**src/rtl/key_debounce_pkg.sv**
```systemverilog
// key_debounce_pkg: shared types and elaboration helpers for key_debounce_sync.
//   deb_state_e  per-bit debounce FSM state
//   cnt_max()    stable-time requirement in clock cycles
//   idle_level() released level of an input for a given polarity
package key_debounce_pkg;

  typedef enum logic {
    STABLE  = 1'b0,
    CONFIRM = 1'b1
  } deb_state_e;

  // Cycles of uninterrupted difference needed before a new level is accepted.
  function automatic int cnt_max(input int clk_hz, input int us);
    return (clk_hz / 1000000) * us;
  endfunction

  function automatic logic idle_level(input int active_low);
    return (active_low != 0);
  endfunction

endpackage

```
**src/rtl/key_debounce_bit.sv**
```systemverilog
// key_debounce_bit: one input's two-flop synchroniser, debounce FSM and
// press/release pulse generation.
//   clk    block clock
//   rst    synchronous active-high reset
//   din    raw asynchronous pad input
//   level  debounced level (same polarity as din)
//   press  1-cycle pulse on idle->pressed
//   rel    1-cycle pulse on pressed->idle
module key_debounce_bit
  import key_debounce_pkg::*;
#(
  parameter int   CNT_MAX = 8,
  parameter logic IDLE    = 1'b1
) (
  input  logic clk,
  input  logic rst,
  input  logic din,
  output logic level,
  output logic press,
  output logic rel
);

  localparam int CW = (CNT_MAX > 2) ? $clog2(CNT_MAX) : 1;
  localparam logic [CW-1:0] LAST = CW'(CNT_MAX - 1);

  logic          sync1, sync2;
  logic [CW-1:0] cnt;
  deb_state_e    state;

  always_ff @(posedge clk) begin
    if (rst) begin
      sync1 <= IDLE;
      sync2 <= IDLE;
      level <= IDLE;
      state <= STABLE;
      cnt   <= '0;
      press <= 1'b0;
      rel   <= 1'b0;
    end else begin
      sync1 <= din;
      sync2 <= sync1;
      press <= 1'b0;
      rel   <= 1'b0;
      case (state)
        STABLE: begin
          if (sync2 != level) begin
            state <= CONFIRM;
            cnt   <= CW'(1);
          end
        end
        CONFIRM: begin
          if (sync2 == level) begin
            // bounce back to the old level: abandon without any output change
            state <= STABLE;
            cnt   <= '0;
          end else if (cnt == LAST) begin
            // CNT_MAX consecutive differing samples (this one included)
            state <= STABLE;
            cnt   <= '0;
            level <= sync2;
            press <= (sync2 != IDLE);
            rel   <= (sync2 == IDLE);
          end else begin
            cnt <= cnt + 1'b1;
          end
        end
        default: begin
          state <= STABLE;
          cnt   <= '0;
        end
      endcase
    end
  end

endmodule

```
**src/rtl/key_debounce_sync.sv**
```systemverilog
// key_debounce_sync: synchronises and debounces a bank of WIDTH raw inputs
// (push-buttons or slide switches).
//   clk_io_clk_in_clk          block clock
//   clk_io_clk_in_reset_reset  synchronous active-high reset
//   key_in       raw asynchronous pad inputs
//   key_level    debounced level, same polarity as key_in
//   key_press    1-cycle pulse per bit on idle->pressed
//   key_release  1-cycle pulse per bit on pressed->idle
//   key_capture  sticky press flags (only with KEY_DEBOUNCE_CAPTURE_EN)
//   capture_clr  per-bit clear of key_capture
// Build option: define KEY_DEBOUNCE_CAPTURE_EN to build the sticky capture
// register; otherwise key_capture is tied to 0 and capture_clr is ignored.
module key_debounce_sync
  import key_debounce_pkg::*;
#(
  parameter int WIDTH       = 4,
  parameter int CLK_HZ      = 50000000,
  parameter int DEBOUNCE_US = 10000,
  parameter int ACTIVE_LOW  = 1
) (
  input  logic             clk_io_clk_in_clk,
  input  logic             clk_io_clk_in_reset_reset,
  input  logic [WIDTH-1:0] key_in,
  output logic [WIDTH-1:0] key_level,
  output logic [WIDTH-1:0] key_press,
  output logic [WIDTH-1:0] key_release,
  output logic [WIDTH-1:0] key_capture,
  input  logic [WIDTH-1:0] capture_clr
);

  localparam int   CNT_MAX = cnt_max(CLK_HZ, DEBOUNCE_US);
  localparam logic IDLE    = idle_level(ACTIVE_LOW);

  generate
    if (CNT_MAX < 2) begin : g_bad_cfg
      $error("key_debounce_sync: CNT_MAX must be at least 2");
    end
  endgenerate

  genvar i;
  generate
    for (i = 0; i < WIDTH; i++) begin : g_bit
      key_debounce_bit #(
        .CNT_MAX (CNT_MAX),
        .IDLE    (IDLE)
      ) u_bit (
        .clk   (clk_io_clk_in_clk),
        .rst   (clk_io_clk_in_reset_reset),
        .din   (key_in[i]),
        .level (key_level[i]),
        .press (key_press[i]),
        .rel   (key_release[i])
      );
    end
  endgenerate

`ifdef KEY_DEBOUNCE_CAPTURE_EN
  logic [WIDTH-1:0] capture;

  // A press arriving in the same cycle as a clear keeps the flag set.
  always_ff @(posedge clk_io_clk_in_clk) begin
    if (clk_io_clk_in_reset_reset) capture <= '0;
    else                           capture <= (capture & ~capture_clr) | key_press;
  end

  assign key_capture = capture;
`else
  logic unused_capture_clr;
  assign unused_capture_clr = ^capture_clr;
  assign key_capture = '0;
`endif

endmodule

```
**config.mk**
```make
export PLATFORM = sky130hd
export DESIGN_NAME = key_debounce_sync
export DESIGN_NICKNAME = d
export VERILOG_FILES = /design/src/rtl/key_debounce_pkg.sv /design/src/rtl/key_debounce_bit.sv /design/src/rtl/key_debounce_sync.sv
export SDC_FILE = /design/constraint.sdc
export NUM_CORES = 1
export LEC_CHECK = 0
export ABC_CLOCK_PERIOD_IN_PS = 2600
export CAP_MARGIN = 20
export CORE_ASPECT_RATIO = 0.75
export CORE_MARGIN = 4
export CORE_UTILIZATION = 35
export CTS_CLUSTER_DIAMETER = 150
export CTS_CLUSTER_SIZE = 40
export DETAILED_ROUTE_END_ITERATION = 10
export PLACE_DENSITY = 0.62
export SLEW_MARGIN = 0
export SYNTH_ARGS = -nofsm -noshare
export SYNTH_HDL_FRONTEND = slang
export SYNTH_SLANG_ARGS = --single-unit
```
**constraint.sdc**
```tcl
create_clock -name clk_io_clk_in_clk -period 2.6 [get_ports clk_io_clk_in_clk]
set_input_delay 0.65 -clock clk_io_clk_in_clk [delete_from_list [all_inputs] [get_ports clk_io_clk_in_clk]]
set_output_delay 0.65 -clock clk_io_clk_in_clk [all_outputs]
set_load 0.02 [all_outputs]
```
## Word-level counts from Yosys, hierarchy flattened

Index checks and enable logic that the tools add are counted.

- Flip-flop bits (word level): 100
- Output and inout port bits: 16
- Word-level logic and storage cells: 104

- Add/sub/neg operators: 4
- Equality and inequality tests: 16
- Muxes and demuxes: 32
- Bitwise logic cells: 16
- Reduce and logical (&&, ||, !) cells: 8

Operator list:

| cell | count |
|---|---|
| 19-bit two-way mux | 12 |
| 19-bit one-hot mux with 2 select lines | 4 |
| 19-bit by 1-bit adder with 19-bit output (second input constant) | 4 |
| 19-bit equality test (second input constant) | 4 |
| 1-bit NOT | 16 |
| 4-bit OR reduction | 4 |
| 1-bit two-way mux | 12 |
| 3-bit AND reduction | 4 |
| 2-bit by 1-bit inequality test with 1-bit output (second input constant) | 4 |
| 1-bit one-hot mux with 2 select lines | 4 |
| 1-bit equality test | 4 |
| 1-bit inequality test | 4 |

## Logic depth before layout (Yosys ltp)

Gate-level depths: netlist of the first run.

- Word-level depth: 4
- Gate-level depth with buffers: 8
- Gate-level depth less buffers: 6

## Cells and area by module

A second synthesis of the first run with hierarchy kept.

- Cell total of the unflattened synthesis: 593
- Area, all modules: 5,183.7 sq um

Modules (own cells, without submodules):

| module | times used | cells an instance | area each (sq um) | seq. area each (sq um) |
|---|---|---|---|---|
| key_debounce_bit | 4 | 147 | 1,287.5 | 500.5 |
| key_debounce_sync | 1 | 5 | 33.8 | 0.0 |

## Worst setup path before layout of the first run

OpenSTA, ideal clock, no wires.

- Kind: in2reg
- From: in clk_io_clk_in_reset_reset
- To: reg g_bit[3].u_bit.cnt[13]
- Setup time: 0.061 ns
- Arrival: 1.847 ns
- Required time: 2.539 ns
- Slack: 0.693 ns
- Cell stages on the path: 4
- Buffers on the path: 2
- Cell sequence: clkbuf_1 > clkbuf_1 > nor3_1 > a221o_1

RTL lines:

| what | line | text |
|---|---|---|
| start, declared | key_debounce_sync.sv:22 | `input logic clk_io_clk_in_reset_reset,` |
| end signal, assigned | key_debounce_bit.sv:64 | `cnt <= cnt + 1'b1;` |
| end, declared | key_debounce_bit.sv:27 | `logic [CW-1:0] cnt;` |

## Final worst setup path of the first run

- From: reg g_bit[2].u_bit.cnt[0]
- To: reg g_bit[2].u_bit.cnt[14]

- Longest elaborated chain between the ends: 4
- Elaborated cells on any way between the ends: 5
- Classes of those cells: add/sub: 1; eq/ne: 1; mux: 3

RTL lines:

| what | line | text |
|---|---|---|
| start, declared | key_debounce_bit.sv:27 |  |
| start signal, assigned | key_debounce_bit.sv:64 |  |
| 19-bit by 1-bit adder with 19-bit output or 19-bit equality test (tied branches) | key_debounce_bit.sv:64, key_debounce_bit.sv:56 |  |
| 19-bit two-way mux (*) | key_debounce_bit.sv:56 | `end else if (cnt == LAST) begin` |
| 19-bit two-way mux (*) | key_debounce_bit.sv:52 | `if (sync2 == level) begin` |
| 19-bit one-hot mux with 2 select lines (*) | key_debounce_bit.sv:44 | `case (state)` |

Every way passes the cells marked *; elsewhere a longest branch is shown, timed or not.
A chain may end at the register's enable or synchronous reset.

==> results of run 1 <==
-- metrics by stage --
| step | util | std cells | instance area, um2 | hold WS, ns | setup WS (ns) |
|---|---|---|---|---|---|
| finish | 0.4034 | 784 | 5584 | 0.4124 | 0.3460 |
| global route | 0.4034 | 784 | 5584 | 0.4363 | 0.1244 |
| floorplan | - | 600 | 5010 | 0.3895 | 0.6925 |
| global placement | 0.3822 | 768 | 5290 | 0.3956 | 0.3928 |
| detailed placement | 0.3822 | 768 | 5290 | 0.3976 | 0.3740 |
| CTS | 0.4034 | 784 | 5584 | 0.4167 | 0.3559 |
-- synthesized netlist by cell type, drive strengths merged, types with 6 or more instances --
| library cell | number |
|---|---|
| nand3 | 45 |
| nor4b | 8 |
| clkbuf | 12 |
| a21o | 6 |
| a21oi | 47 |
| or3 | 10 |
| a41oi | 8 |
| xor2 | 9 |
| and4 | 6 |
| buf | 28 |
| a31oi | 24 |
| a22o | 6 |
| and3 | 11 |
| nand4 | 22 |
| inv | 21 |
| nand2 | 54 |
| mux2i | 8 |
| nand2b | 13 |
| or2 | 10 |
| o21ai | 26 |
| dfxtp | 100 |
| nor3 | 13 |
| nor2 | 39 |
| nor4 | 12 |
-- layout by cell type (no fill, tap or decap), drive strengths merged, types with 3 or more instances in the layout --
| master | count |
|---|---|
| a211o | 4 |
| a211oi | 5 |
| a21o | 6 |
| a21oi | 47 |
| a22o | 6 |
| a31oi | 24 |
| a41oi | 8 |
| and2 | 4 |
| and3 | 11 |
| and3b | 3 |
| and4 | 6 |
| buf | 17 |
| clkbuf | 11 |
| clkdlybuf4s50 | 16 |
| conb | 4 |
| dfxtp | 100 |
| ha | 4 |
| inv | 23 |
| mux2i | 8 |
| nand2 | 54 |
| nand2b | 13 |
| nand3 | 45 |
| nand3b | 5 |
| nand4 | 22 |
| nor2 | 39 |
| nor3 | 13 |
| nor4 | 12 |
| nor4b | 8 |
| o211ai | 3 |
| o21ai | 26 |
| o311ai | 3 |
| or2 | 10 |
| or3 | 10 |
| xnor2 | 4 |
| xor2 | 9 |
-- power groups by stage --
stage	Clock, mW	Combinational (mW)	Sequential [mW]
2_1_floorplan	0	0.0767	1.59
3_3_place_gp	0	0.106	1.59
3_5_place_dp	0	0.109	1.59
4_1_cts	1.35	0.109	1.55
5_1_grt	1.41	0.121	1.55
6_report	1.32	0.109	1.55
-- sequential cells by signal, indices dropped and copies added (netlist names) --
register,count
g_bit.u_bit.state,4
g_bit.u_bit.cnt,76
g_bit.u_bit.press,4
g_bit.u_bit.sync1,4
g_bit.u_bit.sync2,4
g_bit.u_bit.rel,4
g_bit.u_bit.level,4
-- routing by layer --
layer / routed length [um] / vias up
met5: 0 / -
met4: 185 / 0
met3: 445 / 15
met2: 4662 / 76
met1: 5364 / 1988
li1: - / 2193
-- area by class of cell --
class / instances / area [um2] / area share
sequential: 100 / 2002 / 0.3585
multi-input combinational: 439 / 2705 / 0.4844
clock inverter: 5 / 41.29 / 0.007394
inverter: 21 / 78.83 / 0.01412
timing repair buffer: 33 / 285.3 / 0.05109
tap: 175 / 219.0 / 0.03921
clock buffer: 11 / 252.7 / 0.04526
-- worst reg2reg max path, stage by stage, from the launching register on --
cell and delay, ns:
dfxtp_1 0.36, ha_1 0.25, nand3_1 0.25, nor4_4 0.09
a21oi_2 0.80, a41oi_1 0.25, a31oi_1 0.19
-- how the worst max path moves through the flow --
stage / slack, ns / to / cells past startpoint / from
finish: 0.35 / g_bit[2].u_bit.cnt[14]$_SDFFE_PP0P_ / 6 / g_bit[2].u_bit.cnt[0]$_SDFFE_PP0P_
global route: 0.12 / g_bit[2].u_bit.cnt[16]$_SDFFE_PP0P_ / 6 / g_bit[2].u_bit.cnt[0]$_SDFFE_PP0P_
CTS: 0.36 / g_bit[2].u_bit.cnt[14]$_SDFFE_PP0P_ / 6 / g_bit[2].u_bit.cnt[0]$_SDFFE_PP0P_
detailed placement: 0.37 / g_bit[2].u_bit.cnt[8]$_SDFFE_PP0P_ / 5 / g_bit[2].u_bit.cnt[5]$_SDFFE_PP0P_
global placement: 0.39 / g_bit[2].u_bit.cnt[8]$_SDFFE_PP0P_ / 5 / g_bit[2].u_bit.cnt[5]$_SDFFE_PP0P_
floorplan: 0.69 / g_bit[3].u_bit.cnt[13]$_SDFFE_PP0P_ / 4 / clk_io_clk_in_reset_reset
-- logic make-up (layout without fill, tap and decap cells) --
| logic type | count (synthesis) | in the layout |
|---|---|---|
| AND/OR/NAND/NOR | 268 | 268 |
| buffers and inverters | 61 | 70 |
| other | 1 | 4 |
| adder cells (fa/ha/maj) | 4 | 4 |
| multiplexers | 9 | 9 |
| flip-flops | 100 | 100 |
| AO/OA/AOI/OAI | 141 | 141 |
| XOR/XNOR | 13 | 13 |
==> impl_metrics.yaml, run 1 <==
job:
  drv_cap: 0
power:
  seqPwrFrac: 0.521
  p_leak_nw: 1.884
  power_density_nw_per_um2: 533.8
  power_switching_mw: 0.6876
  clkPwrFrac: 0.443
  total_power_mw: 2.981
  combPwrFrac: 0.037
  power.internal_mw: 2.293
  ir_worst_vdd_mv: 0.2422
  sw_frac_of_total: 0.2307
synth:
  ys_async_sr_fraction: 0
  synth_flop_cell: "dfxtp_1"
  synth-compound-area-share: 0.1810
  synthSimpleGateAreaFrac: 0.3029
  yosys.area.top_type_share: 0.4005
  synth_cells: 597
  ys_ff_latch: 100
  synth_xor_area_frac: 0.02428
  synth_top_family_by_area: "simple AND/OR/NAND/NOR gates"
  synth_top_cell_by_area: "dfxtp_1"
  yosysWarnings: 0
  netlist_area_um2: 4999
  synth-adder-area-share: 0.01001
  synth_area_per_cell_um2: 8.373
  yosys-top-cells-area: "dfxtp_1 (40%), a21oi_1 (4.6%), nand3_1 (4.5%)"
  ys_seq_area_frac: 0.4005
  synth_edf_count: 0
  synth_mux_area_frac: 0.01827
  ys_types: 68
placed_design:
  portBuffers: 17
  dp_hpwl_mm: 7.476
  gp_congestion: 0.8139
worst_setup_path:
  timing.rr.start: "g_bit[2].u_bit.cnt[0]$_SDFFE_PP0P_"
  r2r_cells: 6
  max_stage_delay_ns: 0.80
  regToRegSetupSlack_ns: 0.35
  critPathSlowestCell: "a21oi_2"
  cp_top_family: "compound AO/OA/AOI/OAI gates"
  setup.worst_path.end_class: "flip-flop"
  path_class: "reg2reg"
  cp_max_fo: 23
  worstPathArrival_ns: 2.53
  required_ns: 2.88
  path_buf_inv: 0
  r2r-end: "g_bit[2].u_bit.cnt[14]$_SDFFE_PP0P_"
  startpoint_type: "flip-flop"
  crit_path_cell_trace: "ha_1 > nand3_1 > nor4_4 > a21oi_2 > a41oi_1 > a31oi_1"
hold_path:
  hp-start: "g_bit[2].u_bit.sync1$_SDFF_PP1_"
  hold_path.class: "reg2reg"
  whs_endpoint: "g_bit[2].u_bit.sync2$_SDFF_PP1_"
  min_path_cells: 1
timing:
  hold_violations: 0
  finalSetupTns_ns: 0
  max_freq_mhz: 443.7
  period_share: 0.8669
  final.setup_skew_ns: 0.009048
  setup_viol: 0
  worstMarginPinSlew_ns: 1.011
  slew_viol_final: 0
  rsz0062_at_grt: "no"
  fin_crit_ns: 2.254
  max-slew-margin-rel: 0.3262
final_layout:
  final_nets: 618
  nFillCells: 1345
  final_layout_size_suffix_gt1_frac: 0.09852
  num_antenna_cells: 0
  syn_to_final_growth_pct: 11.71
die:
  io_pins: 26
  core_area_um2: 13840
  die_x_um: 146.0
  die_y_um: 111.5
  rows: 37
  start_util: 0.3611
  die_area_um2: 16280
global_routing:
  grtUsageMet2: 0.2038
  grt_pass1_vias: 3989
  gr-usage-met3: 0.03499
  grt_pass1_wl_mm: 18.59
  busiest_layer: "met2"
  grt_overflow: 0
  grt_use_met1: 0.1822
  grt_max_degree: 28
  grt_usage: 0.1345
  antenna_found_initial: 0
cts:
  insertion_delay_ns: 0.36
  cts_hold_buf: 0
  cts_buffers: 9
  cts_resized: 0
  cts.path.max_buffers: 2
  clkTransAtPathRegs_ns: 0.07
  cts.sinks: 100
  tritoncts: "done"
  cts-htree-levels: 3
  cts_setup_buffers: 0
  clockRootBuffer: "clkbuf_16"
drt:
  wl_per_cell_um: 13.59
  drc_errors: 0
  finalWirelength_mm: 10.66
  ant_nets: 0
  drt_iter0_markers: 341
  vias: 4272
  viasPerCell: 5.449
  drt_pass1_iterations: 5
outcome:
  status: "complete, no violations"
Note: power is estimated with default switching activity, not from simulation.
==> run 2, diff against run 1 <==
ABC_AREA = 1   (was unset)
==> impl_metrics.yaml, run 2 <==
synth:
  synth_edf_count: 0
  synth_top_cell_by_area: "dfxtp_1"
  synth_most_common_cell: "nand2_1"
  synth_cells: 843
  ys_async_sr_fraction: 0
  ys_types: 35
  netlist_area_um2: 5502
  synth_commonest_cells: "nand2_1 (274), dfxtp_1 (100), nor2_1 (93)"
  yosysWarnings: 0
  synth_flop_cell: "dfxtp_1"
  ys_seq_area_frac: 0.3639
  yosys.area.top_type_share: 0.3639
  ys_ff_latch: 100
  yosys-top-cells-area: "dfxtp_1 (36%), nand2_1 (19%), nor2_1 (6.3%)"
  synth_area_per_cell_um2: 6.526
timing:
  finalSetupTns_ns: 0
  slew_viol_final: 0
  max_freq_mhz: 480.7
  setup_viol: 0
  worstMarginPinSlew_ns: 0.7484
  hold_violations: 0
  max-slew-margin-rel: 0.5005
  rsz0062_at_grt: "no"
  period_share: 0.8002
  fin_crit_ns: 2.080
  final.setup_skew_ns: 0.007515
  hold_slack_ns: 0.4131
outcome:
  status: "complete, no violations"
placed_design:
  dp.cells: 1034
  dp_hpwl_mm: 8.320
  portBuffers: 17
  gp_congestion: 0.8529
worst_setup_path:
  regToRegSetupSlack_ns: 0.86
  setup.worst_path.end_class: "output port"
  cp_max_fo: 3
  startpoint_type: "flip-flop"
  cp_num_cells: 1
  critPathSlowestCell: "clkdlybuf4s50_1"
  path_class: "reg2out"
  cp_top_family: "buffers and inverters"
  timing.rr.start: "g_bit[2].u_bit.cnt[0]$_SDFFE_PP0P_"
  path_buf_inv: 1
  worstPathArrival_ns: 1.43
  max_stage_delay_ns: 0.68
  r2r-end: "g_bit[2].u_bit.cnt[4]$_SDFFE_PP0P_"
  required_ns: 1.95
  crit_path_cell_trace: "clkdlybuf4s50_1"
  r2r_cells: 8
final_layout:
  fin_cells: 1050
  num_antenna_cells: 0
  final_common_cell: "nand2_1"
  final_layout_size_suffix_gt1_frac: 0.06864
  layout_common_cells: "nand2_1 (274), dfxtp_1 (100), nor2_1 (93)"
  final_nets: 854
  largest-register: "g_bit.u_bit.cnt"
  largest_reg_flops: 76
  syn_to_final_growth_pct: 9.507
job:
  drv_cap: 0
hold_path:
  hold_path.class: "reg2reg"
  hp-start: "g_bit[2].u_bit.sync1$_SDFF_PP1_"
  whs_endpoint: "g_bit[2].u_bit.sync2$_SDFF_PP1_"
  min_path_cells: 1
drt:
  drc_errors: 0
  vias: 4910
  wl_per_cell_um: 11.45
  drt_pass1_iterations: 5
  ant_nets: 0
  viasPerCell: 4.676
  drt_iter0_markers: 309
  finalWirelength_mm: 12.02
cts:
  insertion_delay_ns: 0.36
  tritoncts: "done"
  cts-htree-levels: 3
  cts_buffers: 9
  cts_setup_buffers: 0
  clockRootBuffer: "clkbuf_16"
  clkTransAtPathRegs_ns: 0.07
  cts_hold_buf: 0
  cts_resized: 0
  cts.path.max_buffers: 2
  cts.sinks: 100
power:
  p_leak_nw: 2.074
  ir_worst_vdd_mv: 0.2405
  power_density_nw_per_um2: 502.5
die:
  rows: 39
  start_util: 0.3591
  io_pins: 26
  die_y_um: 116.6
  core_area_um2: 15320
  die_x_um: 152.8
  die_area_um2: 17810
global_routing:
  grt_pass1_vias: 4337
  antenna_found_initial: 0
  grt_overflow: 0
  grt_pass1_wl_mm: 20.60
  grt_max_degree: 37
  grt_usage: 0.1387
==> run 2: per-stage QoR <==
step | util | power [mW] | setup slack [ns] | instance area [um2]
2_1_floorplan | - | 1.659 | 1.072 | 5513
3_5_place_dp | 0.3734 | 1.685 | 0.8417 | 5722
6_report | 0.3932 | 3.027 | 0.5195 | 6025
5_1_grt | 0.3932 | 3.137 | 0.4409 | 6025
3_3_place_gp | 0.3734 | 1.685 | 0.8633 | 5722
4_1_cts | 0.3932 | 3.058 | 0.4849 | 6025
==> run 2: final cells by class <==
cell class	count	area [um2]
inverter	79	296.5
clock inverter	6	63.81
timing repair buffer	20	200.2
sequential	100	2002
tap	205	256.5
fill	1648	9298
multi-input combinational	630	2967
clock buffer	10	239.0
==> run 2: worst max path at each step <==
stage	from	endpoint
2_1_floorplan	clk_io_clk_in_reset_reset	g_bit[0].u_bit.cnt[10]$_SDFFE_PP0P_
3_3_place_gp	clk_io_clk_in_reset_reset	g_bit[2].u_bit.press$_SDFF_PP0_
3_5_place_dp	clk_io_clk_in_reset_reset	g_bit[2].u_bit.press$_SDFF_PP0_
4_1_cts	g_bit[2].u_bit.level$_SDFFE_PP1P_	key_level[2]
5_1_grt	g_bit[2].u_bit.level$_SDFFE_PP1P_	key_level[2]
6_report	g_bit[2].u_bit.level$_SDFFE_PP1P_	key_level[2]
==> run 2: where the power goes <==
part           switching, mW  internal, mW  total (mW)
Sequential            0.0107          1.54        1.55
Clock                  0.609         0.771        1.38
Combinational         0.0681        0.0273      0.0953
Total                  0.688          2.34        3.03
==> run 2: cells by family (layout without fill, tap and decap cells) <==
group / Yosys count / count (layout) / share of synthesized area
AO/OA/AOI/OAI: 110 / 110 / 0.1064
XOR/XNOR: 23 / 23 / 0.03798
adder cells (fa/ha/maj): 4 / 4 / 0.009097
buffers and inverters: 116 / 115 / 0.09893
flip-flops: 100 / 100 / 0.3639
other: 1 / 4 / 0.0006816
AND/OR/NAND/NOR: 489 / 489 / 0.3830
==> run 2: routing by layer <==
layer	vias up	wire length [um]	global-route usage	share of wire
li1	2652	-	-	-
met1	2180	6773	0.2043	0.56
met2	70	4708	0.2018	0.39
met3	8	437	0.03815	0.036
met4	0	99	0.03205	0.0082
met5	-	0	0	0
